<file path="src/rtl/ext_stream_fifo_if.sv">
// ext_stream_fifo_if
//   Groups the MMIO strobes and both stream handshakes of ext_stream_fifo.
//   slave  : the FIFO peripheral (consumes MMIO strobes, drives read data,
//            sources the TX stream, sinks the RX stream).
//   master : the SoC bridge / stream endpoints side.
//   Signals:
//     mmio_din/mmio_wea/mmio_en/mmio_addr  MMIO access strobes
//     mmio_dout                            registered MMIO read data
//     tx_data/tx_valid/tx_ready            TX stream (peripheral -> sink)
//     rx_data/rx_valid/rx_ready            RX stream (source -> peripheral)
//     irq                                  only with EXT_STREAM_FIFO_IRQ_EN
interface ext_stream_fifo_if #(
    parameter int DWIDTH = 32,
    parameter int AWIDTH = 16
);
    logic [DWIDTH-1:0] mmio_din;
    logic [3:0]        mmio_wea;
    logic              mmio_en;
    logic [AWIDTH-1:0] mmio_addr;
    logic [DWIDTH-1:0] mmio_dout;
    logic [DWIDTH-1:0] tx_data;
    logic              tx_valid;
    logic              tx_ready;
    logic [DWIDTH-1:0] rx_data;
    logic              rx_valid;
    logic              rx_ready;
`ifdef EXT_STREAM_FIFO_IRQ_EN
    logic              irq;

    modport slave (
        input  mmio_din, mmio_wea, mmio_en, mmio_addr, tx_ready, rx_data, rx_valid,
        output mmio_dout, tx_data, tx_valid, rx_ready, irq
    );
    modport master (
        output mmio_din, mmio_wea, mmio_en, mmio_addr, tx_ready, rx_data, rx_valid,
        input  mmio_dout, tx_data, tx_valid, rx_ready, irq
    );
`else
    modport slave (
        input  mmio_din, mmio_wea, mmio_en, mmio_addr, tx_ready, rx_data, rx_valid,
        output mmio_dout, tx_data, tx_valid, rx_ready
    );
    modport master (
        output mmio_din, mmio_wea, mmio_en, mmio_addr, tx_ready, rx_data, rx_valid,
        input  mmio_dout, tx_data, tx_valid, rx_ready
    );
`endif
endinterface

</file>
<file path="src/rtl/ext_stream_fifo.sv">
// ext_stream_fifo
//   MMIO peripheral bridging CPU load/store traffic to two word-wide FIFOs:
//   TX (CPU writes -> valid/ready sink) and RX (valid/ready source -> CPU reads).
//   Register map (mmio_addr[3:2], aliases every 16 bytes):
//     0x0 TXDATA W push | 0x4 RXDATA R pop | 0x8 STATUS R | 0xC CTRL W
//   Ports:
//     clk  system clock
//     rst  asynchronous active-high reset
//     bus  ext_stream_fifo_if.slave (MMIO strobes, read data, both streams)
//   Optional feature macro: EXT_STREAM_FIFO_IRQ_EN adds bus.irq and the
//   CTRL[7:4] interrupt mask {rx_underflow, tx_overflow, rx_nonempty, tx_empty}.
module ext_stream_fifo #(
    parameter int DWIDTH     = 32,
    parameter int DEPTH_LOG2 = 3,
    parameter int AWIDTH     = 16
) (
    input  logic             clk,
    input  logic             rst,
    ext_stream_fifo_if.slave bus
);
    localparam int DEPTH = 1 << DEPTH_LOG2;
    localparam int CW    = DEPTH_LOG2 + 1;
    localparam logic [CW-1:0] CNT_FULL = CW'(DEPTH);
    localparam logic [1:0] A_TXDATA = 2'd0;
    localparam logic [1:0] A_RXDATA = 2'd1;
    localparam logic [1:0] A_STATUS = 2'd2;
    localparam logic [1:0] A_CTRL   = 2'd3;

    logic [DWIDTH-1:0]     r_tx_mem [DEPTH];
    logic [DWIDTH-1:0]     r_rx_mem [DEPTH];
    logic [DEPTH_LOG2-1:0] r_tx_wr, r_tx_rd, r_rx_wr, r_rx_rd;
    logic [CW-1:0]         r_tx_cnt, r_rx_cnt;
    logic                  r_tx_of, r_rx_uf;
    logic [DWIDTH-1:0]     r_dout;

    logic              w_wr, w_rd, w_ctrl_wr;
    logic [1:0]        w_sel;
    logic              w_tx_full, w_tx_empty, w_rx_full, w_rx_empty;
    logic              w_tx_push_req, w_tx_push, w_tx_pop, w_tx_flush;
    logic              w_rx_pop_req, w_rx_pop, w_rx_push, w_rx_ready, w_rx_flush;
    logic              w_clr_sticky;
    logic [DWIDTH-1:0] w_status, w_rd_data;
    logic              w_unused_addr;

    assign w_wr      = bus.mmio_en & (|bus.mmio_wea);
    assign w_rd      = bus.mmio_en & ~(|bus.mmio_wea);
    assign w_sel     = bus.mmio_addr[3:2];
    assign w_ctrl_wr = w_wr & (w_sel == A_CTRL);
    assign w_unused_addr = ^{bus.mmio_addr[AWIDTH-1:4], bus.mmio_addr[1:0]};

    assign w_tx_full  = (r_tx_cnt == CNT_FULL);
    assign w_tx_empty = (r_tx_cnt == '0);
    assign w_rx_full  = (r_rx_cnt == CNT_FULL);
    assign w_rx_empty = (r_rx_cnt == '0);

    assign w_tx_flush   = w_ctrl_wr & bus.mmio_din[0];
    assign w_rx_flush   = w_ctrl_wr & bus.mmio_din[1];
    assign w_clr_sticky = w_ctrl_wr & bus.mmio_din[2];

    // A full TX FIFO still accepts a CPU word when the sink drains one this cycle.
    assign w_tx_pop      = ~w_tx_empty & bus.tx_ready;
    assign w_tx_push_req = w_wr & (w_sel == A_TXDATA);
    assign w_tx_push     = w_tx_push_req & (~w_tx_full | w_tx_pop) & ~w_tx_flush;

    // rx_ready also opens while full if the CPU pops this cycle, so a full RX
    // FIFO can take a stream word in the same cycle as an RXDATA read.
    assign w_rx_pop_req = w_rd & (w_sel == A_RXDATA);
    assign w_rx_pop     = w_rx_pop_req & ~w_rx_empty;
    assign w_rx_ready   = ~w_rx_full | w_rx_pop;
    assign w_rx_push    = bus.rx_valid & w_rx_ready & ~w_rx_flush;

    assign bus.tx_valid  = ~w_tx_empty;
    assign bus.tx_data   = r_tx_mem[r_tx_rd];
    assign bus.rx_ready  = w_rx_ready;
    assign bus.mmio_dout = r_dout;

    always_comb begin
        w_status = '0;
        w_status[0] = w_tx_full;
        w_status[1] = w_tx_empty;
        w_status[2] = w_rx_full;
        w_status[3] = w_rx_empty;
        w_status[4] = r_tx_of;
        w_status[5] = r_rx_uf;
        w_status[8 +: CW]  = r_tx_cnt;
        w_status[16 +: CW] = r_rx_cnt;
    end

    always_comb begin
        w_rd_data = '0;
        case (w_sel)
            A_RXDATA: if (!w_rx_empty) w_rd_data = r_rx_mem[r_rx_rd];
            A_STATUS: w_rd_data = w_status;
            default:  w_rd_data = '0;
        endcase
    end

    // Storage is intentionally not reset.
    always_ff @(posedge clk) begin
        if (w_tx_push) r_tx_mem[r_tx_wr] <= bus.mmio_din;
        if (w_rx_push) r_rx_mem[r_rx_wr] <= bus.rx_data;
    end

    always_ff @(posedge clk or posedge rst) begin
        if (rst) begin
            r_tx_wr  <= '0;
            r_tx_rd  <= '0;
            r_tx_cnt <= '0;
            r_rx_wr  <= '0;
            r_rx_rd  <= '0;
            r_rx_cnt <= '0;
            r_tx_of  <= 1'b0;
            r_rx_uf  <= 1'b0;
            r_dout   <= '0;
        end else begin
            if (w_tx_flush) begin
                r_tx_wr  <= '0;
                r_tx_rd  <= '0;
                r_tx_cnt <= '0;
            end else begin
                if (w_tx_push) r_tx_wr <= r_tx_wr + 1'b1;
                if (w_tx_pop)  r_tx_rd <= r_tx_rd + 1'b1;
                if (w_tx_push & ~w_tx_pop)      r_tx_cnt <= r_tx_cnt + 1'b1;
                else if (~w_tx_push & w_tx_pop) r_tx_cnt <= r_tx_cnt - 1'b1;
            end

            if (w_rx_flush) begin
                r_rx_wr  <= '0;
                r_rx_rd  <= '0;
                r_rx_cnt <= '0;
            end else begin
                if (w_rx_push) r_rx_wr <= r_rx_wr + 1'b1;
                if (w_rx_pop)  r_rx_rd <= r_rx_rd + 1'b1;
                if (w_rx_push & ~w_rx_pop)      r_rx_cnt <= r_rx_cnt + 1'b1;
                else if (~w_rx_push & w_rx_pop) r_rx_cnt <= r_rx_cnt - 1'b1;
            end

            if (w_clr_sticky) begin
                r_tx_of <= 1'b0;
                r_rx_uf <= 1'b0;
            end else begin
                if (w_tx_push_req & w_tx_full & ~w_tx_pop) r_tx_of <= 1'b1;
                if (w_rx_pop_req & w_rx_empty)             r_rx_uf <= 1'b1;
            end

            if (w_rd) r_dout <= w_rd_data;
        end
    end

`ifdef EXT_STREAM_FIFO_IRQ_EN
    logic [3:0] r_irq_mask;
    logic       r_irq;
    logic [3:0] w_irq_src;

    assign w_irq_src = {r_rx_uf, r_tx_of, ~w_rx_empty, w_tx_empty};
    assign bus.irq   = r_irq;

    always_ff @(posedge clk or posedge rst) begin
        if (rst) begin
            r_irq_mask <= '0;
            r_irq      <= 1'b0;
        end else begin
            if (w_ctrl_wr) r_irq_mask <= bus.mmio_din[7:4];
            r_irq <= |(r_irq_mask & w_irq_src);
        end
    end
`endif
endmodule
</file>
<file path="src/flat_wrapper.sv">
// flat-port wrapper written by rule: the top's interface ports become plain ports
module ext_stream_fifo_flat 
#(
    parameter int DWIDTH     = 32,
    parameter int DEPTH_LOG2 = 3,
    parameter int AWIDTH     = 16
)
  (clk, rst, bus_mmio_din, bus_mmio_wea, bus_mmio_en, bus_mmio_addr, bus_tx_ready, bus_rx_data, bus_rx_valid, bus_mmio_dout, bus_tx_data, bus_tx_valid, bus_rx_ready);
  ext_stream_fifo_if #(.DWIDTH(DWIDTH), .AWIDTH(AWIDTH)) bus_i ();
  input  logic clk;
  input  logic rst;
  input wire logic [$bits(bus_i.mmio_din)-1:0] bus_mmio_din;
  input wire logic [$bits(bus_i.mmio_wea)-1:0] bus_mmio_wea;
  input wire logic [$bits(bus_i.mmio_en)-1:0] bus_mmio_en;
  input wire logic [$bits(bus_i.mmio_addr)-1:0] bus_mmio_addr;
  input wire logic [$bits(bus_i.tx_ready)-1:0] bus_tx_ready;
  input wire logic [$bits(bus_i.rx_data)-1:0] bus_rx_data;
  input wire logic [$bits(bus_i.rx_valid)-1:0] bus_rx_valid;
  output wire logic [$bits(bus_i.mmio_dout)-1:0] bus_mmio_dout;
  output wire logic [$bits(bus_i.tx_data)-1:0] bus_tx_data;
  output wire logic [$bits(bus_i.tx_valid)-1:0] bus_tx_valid;
  output wire logic [$bits(bus_i.rx_ready)-1:0] bus_rx_ready;
  assign bus_i.mmio_din = bus_mmio_din;
  assign bus_i.mmio_wea = bus_mmio_wea;
  assign bus_i.mmio_en = bus_mmio_en;
  assign bus_i.mmio_addr = bus_mmio_addr;
  assign bus_i.tx_ready = bus_tx_ready;
  assign bus_i.rx_data = bus_rx_data;
  assign bus_i.rx_valid = bus_rx_valid;
  assign bus_mmio_dout = bus_i.mmio_dout;
  assign bus_tx_data = bus_i.tx_data;
  assign bus_tx_valid = bus_i.tx_valid;
  assign bus_rx_ready = bus_i.rx_ready;
  ext_stream_fifo #(.DWIDTH(DWIDTH), .DEPTH_LOG2(DEPTH_LOG2), .AWIDTH(AWIDTH)) u_core (.clk(clk), .rst(rst), .bus(bus_i));
endmodule
</file>
<file path="config.mk">
export PLATFORM = sky130hd
export DESIGN_NAME = ext_stream_fifo_flat
export DESIGN_NICKNAME = d
export VERILOG_FILES = /design/src/rtl/ext_stream_fifo_if.sv /design/src/rtl/ext_stream_fifo.sv /design/src/flat_wrapper.sv
export SDC_FILE = /design/constraint.sdc
export NUM_CORES = 1
export LEC_CHECK = 0
export CAP_MARGIN = 20
export CORE_MARGIN = 4
export CORE_UTILIZATION = 25
export DETAILED_ROUTE_END_ITERATION = 16
export GPL_TIMING_DRIVEN = 0
export PLACE_DENSITY = 0.38
export SLEW_MARGIN = 30
export SYNTH_ARGS = -nofsm -noshare
export SYNTH_HDL_FRONTEND = slang
export SYNTH_SLANG_ARGS = --single-unit
</file>
<file path="constraint.sdc">
create_clock -name clk -period 4.9 [get_ports clk]
set_input_delay 0.735 -clock clk [delete_from_list [all_inputs] [get_ports clk]]
set_output_delay 0.735 -clock clk [all_outputs]
set_load 0.1 [all_outputs]
</file>
# == Word level (Yosys, flattened, before mapping) ==
# Memory sizes are Yosys's and may differ from the RTL's.
# Cells that the tools add are included.
# op_classes
n_addsub,8
n_eq_ne,5
muxes,24
n_bitwise,34
n_reduce_logical,12
# op_table
op,count
$pmux 32 s2,1
$mux 32,1
$mux 3,8
$mux 4,6
$and 1x1->1,21
$add 3x1->3 const B,4
$reduce_bool 2->1,6
$not 1->1,11
$add 4x1->4 const B,2
$eq 4x4->1 const B,2
$logic_not 4->1,2
$mux 1,8
$sub 4x1->4 const B,2
$reduce_bool 3->1,2
$eq 2x2->1 const B,2
$reduce_or 4->1,1
$eq 2x1->1 const B,1
$logic_not 2->1,1
$or 1x1->1,2
# word_totals
register_bits,54
mem_bits_rw,512
out_inout_bits,66
elab_cells,94
memories,2
# memory_table
memory,depth,width,read_ports,rd_clocked_by_memory_dff,write_ports,line_no,text
u_core.r_rx_mem,8,32,1,0,1,ext_stream_fifo.sv:30,logic [DWIDTH-1:0] r_rx_mem [DEPTH];
u_core.r_tx_mem,8,32,1,0,1,ext_stream_fifo.sv:29,logic [DWIDTH-1:0] r_tx_mem [DEPTH];

# == Logic depth before layout (Yosys ltp) ==
# Gate-level depths: netlist of run 1.
# depth
depth_word,13
mapped_depth,13
depth_no_buf,12

# == Worst setup path before layout of run 1 ==
# No wires, ideal clock.
# synth_timing
path_kind,in2reg
startpoint,input bus_mmio_wea[1]
endpoint,"memory u_core.r_rx_mem[2][0], enable pin"
setup_time_ns,0.513
arrival_ns,5.413
required_ns,4.387
slack_ns,-1.026
cell_stages,4
path_buffers,0
cell_sequence,nor4_2 a31o_2 nand3_2 nor4b_1
# synth_between
elab_chain_cells,10
elab_cells_between_ends,14
cone_classes,2 x mux; 11 x bitwise; 1 x reduce/logical
# synth_rtl
element,line_no,text
"start, declared",flat_wrapper.sv:13,input wire logic [$bits(bus_i.mmio_wea)-1:0] bus_mmio_wea;
$reduce_or 4->1,ext_stream_fifo.sv:46,assign w_rd = bus.mmio_en & ~(|bus.mmio_wea);
$not 1->1,ext_stream_fifo.sv:46,
$and 1x1->1,ext_stream_fifo.sv:46,
$and 1x1->1,ext_stream_fifo.sv:67,assign w_rx_pop_req = w_rd & (w_sel == A_RXDATA);
$and 1x1->1,ext_stream_fifo.sv:68,assign w_rx_pop = w_rx_pop_req & ~w_rx_empty;
$or 1x1->1,ext_stream_fifo.sv:69,assign w_rx_ready = ~w_rx_full | w_rx_pop;
via bus_rx_ready,flat_wrapper.sv:22,output wire logic [$bits(bus_i.rx_ready)-1:0] bus_rx_ready;
$and 1x1->1 (2 in a row),ext_stream_fifo.sv:70,assign w_rx_push = bus.rx_valid & w_rx_ready & ~w_rx_flush;
$mux 1,ext_stream_fifo.sv:101,if (w_rx_push) r_rx_mem[r_rx_wr] <= bus.rx_data;
$mux 1 (not written as such),ext_stream_fifo.sv:101,
"end, declared",ext_stream_fifo.sv:30,
# The timed path passes the listed nets, and every way through them passes these cells.

# == Worst setup path in the final report of run 1 ==
# layout_timing
startpoint,register u_core.r_tx_rd[1]
endpoint,output bus_tx_data[21]
# layout_between
elab_chain_cells,1
# layout_rtl
element,line_no,text
"start, declared",ext_stream_fifo.sv:31,"logic [DEPTH_LOG2-1:0] r_tx_wr, r_tx_rd, r_rx_wr, r_rx_rd;"
"start signal, assigned",ext_stream_fifo.sv:122,if (w_tx_pop) r_tx_rd <= r_tx_rd + 1'b1;
$mem_v2 8x32,n/a,
"end, declared",flat_wrapper.sv:20,output wire logic [$bits(bus_i.tx_data)-1:0] bus_tx_data;
# Every way passes these cells.

==> results of run 1 <==
where the power goes:
part,switching [W],internal [W]
Sequential,0.000206,0.00573
Combinational,0.00308,0.00148
Clock,0.00202,0.00301
state kept, by name (all words and copies together), names as in the netlist, 3 cells and up:
register / cells
u_core.r_rx_mem: 256
u_core.r_tx_mem: 256
u_core.bus.mmio_dout: 32
u_core.r_rx_cnt: 4
u_core.r_tx_cnt: 4
u_core.r_rx_rd: 3
u_core.r_rx_wr: 3
u_core.r_tx_rd: 3
u_core.r_tx_wr: 3
worst register-to-register path, delay by kind of cell (launching register included):
kind	cells	cell delay, ps
DFF	1	420
AOI/OAI and AO/OA	4	820
adders and majority gates	2	520
and+or+nand+nor	2	940
buffers and inverters	2	180
muxes	1	220
logic make-up (layout without fill, tap and decap cells):
family	count (synthesis)	count (layout)	share of synthesized area, %
flops	566	566	76.4
mux	194	194	16.4
other cells	0	3	0
fa+ha+maj	16	16	0.983
xor+xnor	7	7	0.280
buf+inv	66	388	1.23
compound gates	77	77	1.99
simple gates	120	120	2.78
stage by stage:
step                      cells  instance area, um^2  total power (W)
after detailed placement   2400                25700           0.0107
after global routing       2523                27900           0.0163
after floorplan            1046                21900          0.00929
final                      2526                27900           0.0155
after global placement     2341                24800           0.0106
after CTS                  2523                27900           0.0158
path summary, 6_finish.rpt:
check                                                     startpoint                                   end  slack [ps]  cells past startpoint
worst max register to register        u_core.r_rx_cnt[1]$_DFFE_PP0P_        u_core.r_rx_cnt[3]$_DFFE_PP0P_        1710                     11
min in group clk                u_core.bus.mmio_dout[31]$_DFFE_PP0N_  u_core.bus.mmio_dout[31]$_DFFE_PP0N_         480                      2
max in group asynchronous                                        rst         u_core.r_tx_rd[2]$_DFFE_PP0P_        3870                      3
worst min register to register  u_core.bus.mmio_dout[31]$_DFFE_PP0N_  u_core.bus.mmio_dout[31]$_DFFE_PP0N_         480                      2
worst max-delay path                   u_core.r_tx_rd[1]$_DFFE_PP0P_                       bus_tx_data[21]         300                      5
worst min-delay path                                             rst  u_core.bus.mmio_dout[30]$_DFFE_PP0N_         460                      2
synthesized netlist by cell type, types with 4 or more instances:
library cell / count / area, um^2
dfrtp_1: 54 / 1350
nand2_1: 32 / 120
a21oi_1: 20 / 100
clkbuf_1: 31 / 116
nor2_1: 27 / 101
nand3_1: 17 / 85.1
inv_1: 14 / 52.6
nor4_1: 5 / 31.3
mux2i_1: 33 / 330
nor3_1: 11 / 55.1
ha_1: 14 / 175
xor2_1: 6 / 52.6
mux2_2: 33 / 372
edfxtp_1: 512 / 15400
o31a_1: 4 / 35.0
mux4_2: 128 / 2880
buf_2: 17 / 85.1
nand2b_1: 4 / 25.0
buf_1: 4 / 15.0
o21ai_0: 41 / 205
area by class of cell:
type                    count  area (um^2)  area share [%]
diodes                      3         7.51          0.0269
well taps                1155         1450            5.17
multi-input cells         414         5030            18.0
flip-flops and latches    566        16700            59.9
plain buffers              52          224           0.802
inverters                  14         55.1           0.197
clock inverters            39          447            1.60
repair buffers            199         2190            7.85
clock buffers              84         1800            6.45
layer usage:
layer,global-route usage [%],up-vias
li1,-,4855
met1,16.5,5786
met2,20.6,214
met3,2.69,84
met4,3.24,4
met5,0,-
==> summary.md, run 1 <==
| Metric | Value |
|---|---|
| Worst path top cell family by delay | `buffers and inverters` |
| Crit path DAT | `3870 ps` |
| GRT Total Usage | `12.4%` |
| Vias per cell | `4.33` |
| Worst setup margin | `297 ps` |
| Ys async rst share | `9.54%` |
| Worst setup SP type | `flip-flop` |
| # rows | `108` |
| Synth Net Count | `1,151` |
| Status | `finished, final reports clean` |
| Most frequent cells in the layout | `512 x edfxtp_1, 129 x clkdlybuf4s50_1, 128 x mux4_2, 68 x clkbuf_16, 54 x dfrtp_1` |
| Fin crit share | `93.9%` |
| Synth warn | `0` |
| DR WL/cell | `22.6 um` |
| Final Hold Fails | `0` |
| Syn_area_per_cell | `20.9 um^2` |
| Sink Count | `566` |
| P&R area growth vs syn | `27.5%` |
| Crit-path max cell delay | `980 ps` |
| Worst-Skew Late Latency | `600 ps` |
| Overflow after GRT | `0` |
| CTS tree | `built` |
| Min Tclk post-route | `4600 ps` |
| Root buf cell | `clkbuf_16` |
| Worst Path Required | `4160 ps` |
| Critical path endpoint category | `output pin` |
| Syn Inst Count | `1,046` |
| Synth Register Bits | `566` |
| Crit-path most repeated cell | `clkbuf_1` |
| Fmax | `217 MHz` |
| Number of global-route vias before repair | `11,900` |
| Fillers | `8,326` |
| Most common cell after layout, fill and taps aside | `edfxtp_1` |
| DRC violations left | `0` |
| Cell Chain, Critical Path | `clkbuf_1, clkbuf_1, mux4_2, mux2_2, clkdlybuf4s50_1` |
| Peak VDD IR | `0.383 mV` |
| Uppermost routed layer | `met5` |
| Slowest stage cell, crit path | `clkdlybuf4s50_1` |
| Met2 WL post-DR | `28,100 um` |
| Leak | `9.00 nW` |
| Worst Tran Pin Value | `1010 ps` |
| Met3 WL | `2360 um` |
| Largest net degree at the start of global routing | `41` |
| Synth Flop Type | `edfxtp_1` |
| Die Span X | `304 um` |
| EDFF count, synth | `512` |
| Die height | `304 um` |
| TNS Setup | `0 ps` |
| Wl on met1 | `25,600 um` |
| Post-CTS Setup Bufs | `0` |
| Core area | `86,900 um^2` |
| Share of cells above drive strength 1 | `27.9%` |
| Die Footprint | `92,400 um^2` |
| Max-Cap Viols | `0` |
| WP buf/inv | `3` |
| Pwr/cell area | `556 nW/um^2` |
| Seq/Total Area, Yosys | `76.4%` |
| Total CTS buffers | `67` |
| Final Setup Violations | `0` |
| First-pass GRT wire length | `84,400 um` |
| Clock buffer depth | `3` |
| Slew HR | `32.2%` |
| Fin util | `32.1%` |
| Final clock skew | `18.9 ps` |
| IO Count | `155` |
| Final WL | `57,200 um` |
| Post-Syn Area | `21,900 um^2` |
| Vias | `10,900` |
| Initial core utilization | `25.2%` |
| Worst Path Max Fanout | `10` |
| Clk slew on worst S/H paths | `60 ps` |
| # port buffers | `140` |
| Detailed placement HPWL | `38,500 um` |
| Routability cong. | `0.674` |
| Placement Setup Slack | `409 ps` |
| Number of H-tree levels | `3` |
| ANT nets after route | `0` |
| Final nets | `1,419` |
| Hold Crit Class | `input port to async pin` |
| Initial antenna violation count | `7` |
| DRT iter0 DRCs | `783` |
| RSZ-0062 raised after global routing | `false` |
| Hold_ws | `456 ps` |
| Slew Viols, Final | `0` |
| PostCTS Resize Cnt | `1` |
| Post-synth cell types | `45` |
| TritonRoute pass-1 iters | `4` |
| Hold_buf cts | `0` |
| Critical path class | `flip-flop to output pin` |
No activity file was read; power rests on OpenSTA's default activity.
==> inputs of run 2 (changes only) <==
- CTS_CLUSTER_DIAMETER: unset -> 50
==> run 2 against run 1 <==
Against the previous run:
- non-clock buffer count is the same
- register-to-register slack worse by 20 ps
- sequential share of layout area fell by 1.5 points
- worst setup slack worse by 14 ps
- die area unchanged
- largest cell class unchanged
==> summary.md, run 2 (synthesis gave the netlist of run 1 again) <==
| Metric | Value |
|---|---|
| Status | `finished, final reports clean` |
| Slew Viols, Final | `0` |
| Worst-Skew Late Latency | `620 ps` |
| Peak VDD IR | `0.364 mV` |
| Number of H-tree levels | `3` |
| DRC violations left | `0` |
| Fin crit share | `94.2%` |
| P&R area growth vs syn | `30.8%` |
| Root buf cell | `clkbuf_16` |
| Max-Cap Viols | `0` |
| RSZ-0062 raised after global routing | `false` |
| Share of cells above drive strength 1 | `29.5%` |
| Comb pwr share | `27.3%` |
| Sw power | `0.00553 W` |
| Crit-path max cell delay | `980 ps` |
| First-pass GRT wire length | `84,900 um` |
| Worst setup SP type | `flip-flop` |
| Vias per cell | `4.31` |
| Leak | `9.32 nW` |
| Overflow after GRT | `0` |
| Fmax | `217 MHz` |
| Post-CTS Setup Bufs | `0` |
| TritonRoute pass-1 iters | `4` |
| Clk slew on worst S/H paths | `60 ps` |
| DRT iter0 DRCs | `731` |
| RR Startpoint | `u_core.r_rx_cnt[1]$_DFFE_PP0P_` |
| ANT nets after route | `0` |
| Final nets | `1,436` |
| CTS tree | `built` |
| Most frequent cells in the layout | `512 x edfxtp_1, 129 x clkdlybuf4s50_1, 128 x mux4_2, 86 x clkbuf_16, 54 x dfrtp_1` |
| Min Tclk post-route | `4620 ps` |
| Crit path DAT | `3880 ps` |
| Initial core utilization | `25.2%` |
| Worst Path Required | `4160 ps` |
| IO Count | `155` |
| Sw Share | `33.0%` |
| Most common cell after layout, fill and taps aside | `edfxtp_1` |
| Die height | `304 um` |
| Detailed placement HPWL | `38,500 um` |
| Pwr/cell area | `584 nW/um^2` |
| Hold_ws | `438 ps` |
| Final Hold Fails | `0` |
| Cell Chain, Critical Path | `clkbuf_1, clkbuf_1, mux4_2, mux2_2, clkdlybuf4s50_1` |
| Hold_buf cts | `0` |
| Sequential power share | `35.5%` |
| Largest net degree at the start of global routing | `41` |
| Final WL | `57,400 um` |
| Sink Count | `566` |
| Final Setup Violations | `0` |
| Clk pwr share | `37.2%` |
| R2r worst-path depth | `11` |
| WP buf/inv | `3` |
| Final clock skew | `41.4 ps` |
| Worst path top cell family by delay | `buffers and inverters` |
| # port buffers | `140` |
| Critical path endpoint category | `output pin` |
| GRT Total Usage | `12.4%` |
| Slowest stage cell, crit path | `clkdlybuf4s50_1` |
| R2r endpoint | `u_core.r_rx_cnt[3]$_DFFE_PP0P_` |
| Hold Crit Class | `input port to async pin` |
| Worst Tran Pin Value | `1010 ps` |
| DR WL/cell | `22.4 um` |
| Slew HR | `32.3%` |
| Worst Path Max Fanout | `10` |
| Clock buffer depth | `3` |
| Die Span X | `304 um` |
| FF-to-FF setup slack | `1690 ps` |
| PostCTS Resize Cnt | `1` |
| Fillers | `8,273` |
| Core area | `86,900 um^2` |
| Number of global-route vias before repair | `12,100` |
| Total CTS buffers | `84` |
| Critical path class | `flip-flop to output pin` |
| # rows | `108` |
| Int Pwr | `0.0112 W` |
| Routability cong. | `0.674` |
| Fin util | `33.0%` |
| Initial antenna violation count | `7` |
| Die Footprint | `92,400 um^2` |
| Vias | `11,000` |
| Crit-path most repeated cell | `clkbuf_1` |
| Worst setup startpoint | `u_core.r_tx_rd[1]$_DFFE_PP0P_` |
[run 2: cell count changes in the layout (fill, tap and decap cells not counted), sizes merged]
cell / previous run / this run
clkinvlp: 1 / 8
clkbuf: 115 / 133
bufinv: 7 / 13
clkinv: 27 / 28
inv: 18 / 20
[run 2: power by group through the flow]
stage	clock (W)	sequential, W	combinational, W
CTS	0.00639	0.00594	0.00470
floorplan	0	0.00619	0.00309
global placement	0	0.00606	0.00452
finish	0.00622	0.00594	0.00457
global route	0.00664	0.00598	0.00487
detailed placement	0	0.00604	0.00469
[run 2: stage by stage]
step	worst slack, ps	total power [W]	TNS, ps	area (um^2)	instances
2_1_floorplan	110	0.00929	0	21900	1046
3_3_place_gp	-3470	0.0106	-979150	24800	2341
3_5_place_dp	409	0.0107	0	25700	2400
4_1_cts	102	0.0170	0	28600	2557
5_1_grt	76.2	0.0175	0	28600	2557
6_report	283	0.0167	0	28700	2560
[run 2: final cells by class]
class / instances / area, um^2 / share of cell area [%]
timing repair buffer: 199 / 2190 / 7.66
multi-input combinational: 414 / 5030 / 17.6
inverter: 14 / 55.1 / 0.192
sequential: 566 / 16700 / 58.4
clock buffer: 102 / 2250 / 7.86
buffer: 52 / 224 / 0.782
tap: 1155 / 1450 / 5.04
clock inverter: 55 / 713 / 2.49
antenna: 3 / 7.51 / 0.0262
[run 2: worst max path at each step]
stage	to	slack, ps	cells after the start
2_1_floorplan	u_core.r_rx_mem[1][0]$_DFFE_PP_	110	4
3_3_place_gp	u_core.r_rx_mem[6][30]$_DFFE_PP_	-3470	5
4_1_cts	bus_tx_data[7]	100	5
6_report	bus_tx_data[21]	280	5
3_5_place_dp	u_core.r_rx_mem[1][30]$_DFFE_PP_	410	9
5_1_grt	bus_tx_data[7]	80	5
[run 2: metal layers]
| metal | wire, um | global-route usage (%) | vias to the layer above |
|---|---|---|---|
| met4 | 1230 | 3.40 | 4 |
| li1 | - | - | 4898 |
| met3 | 2430 | 2.78 | 89 |
| met2 | 28200 | 20.7 | 228 |
| met1 | 25500 | 16.4 | 5820 |
| met5 | 34 | 0 | - |
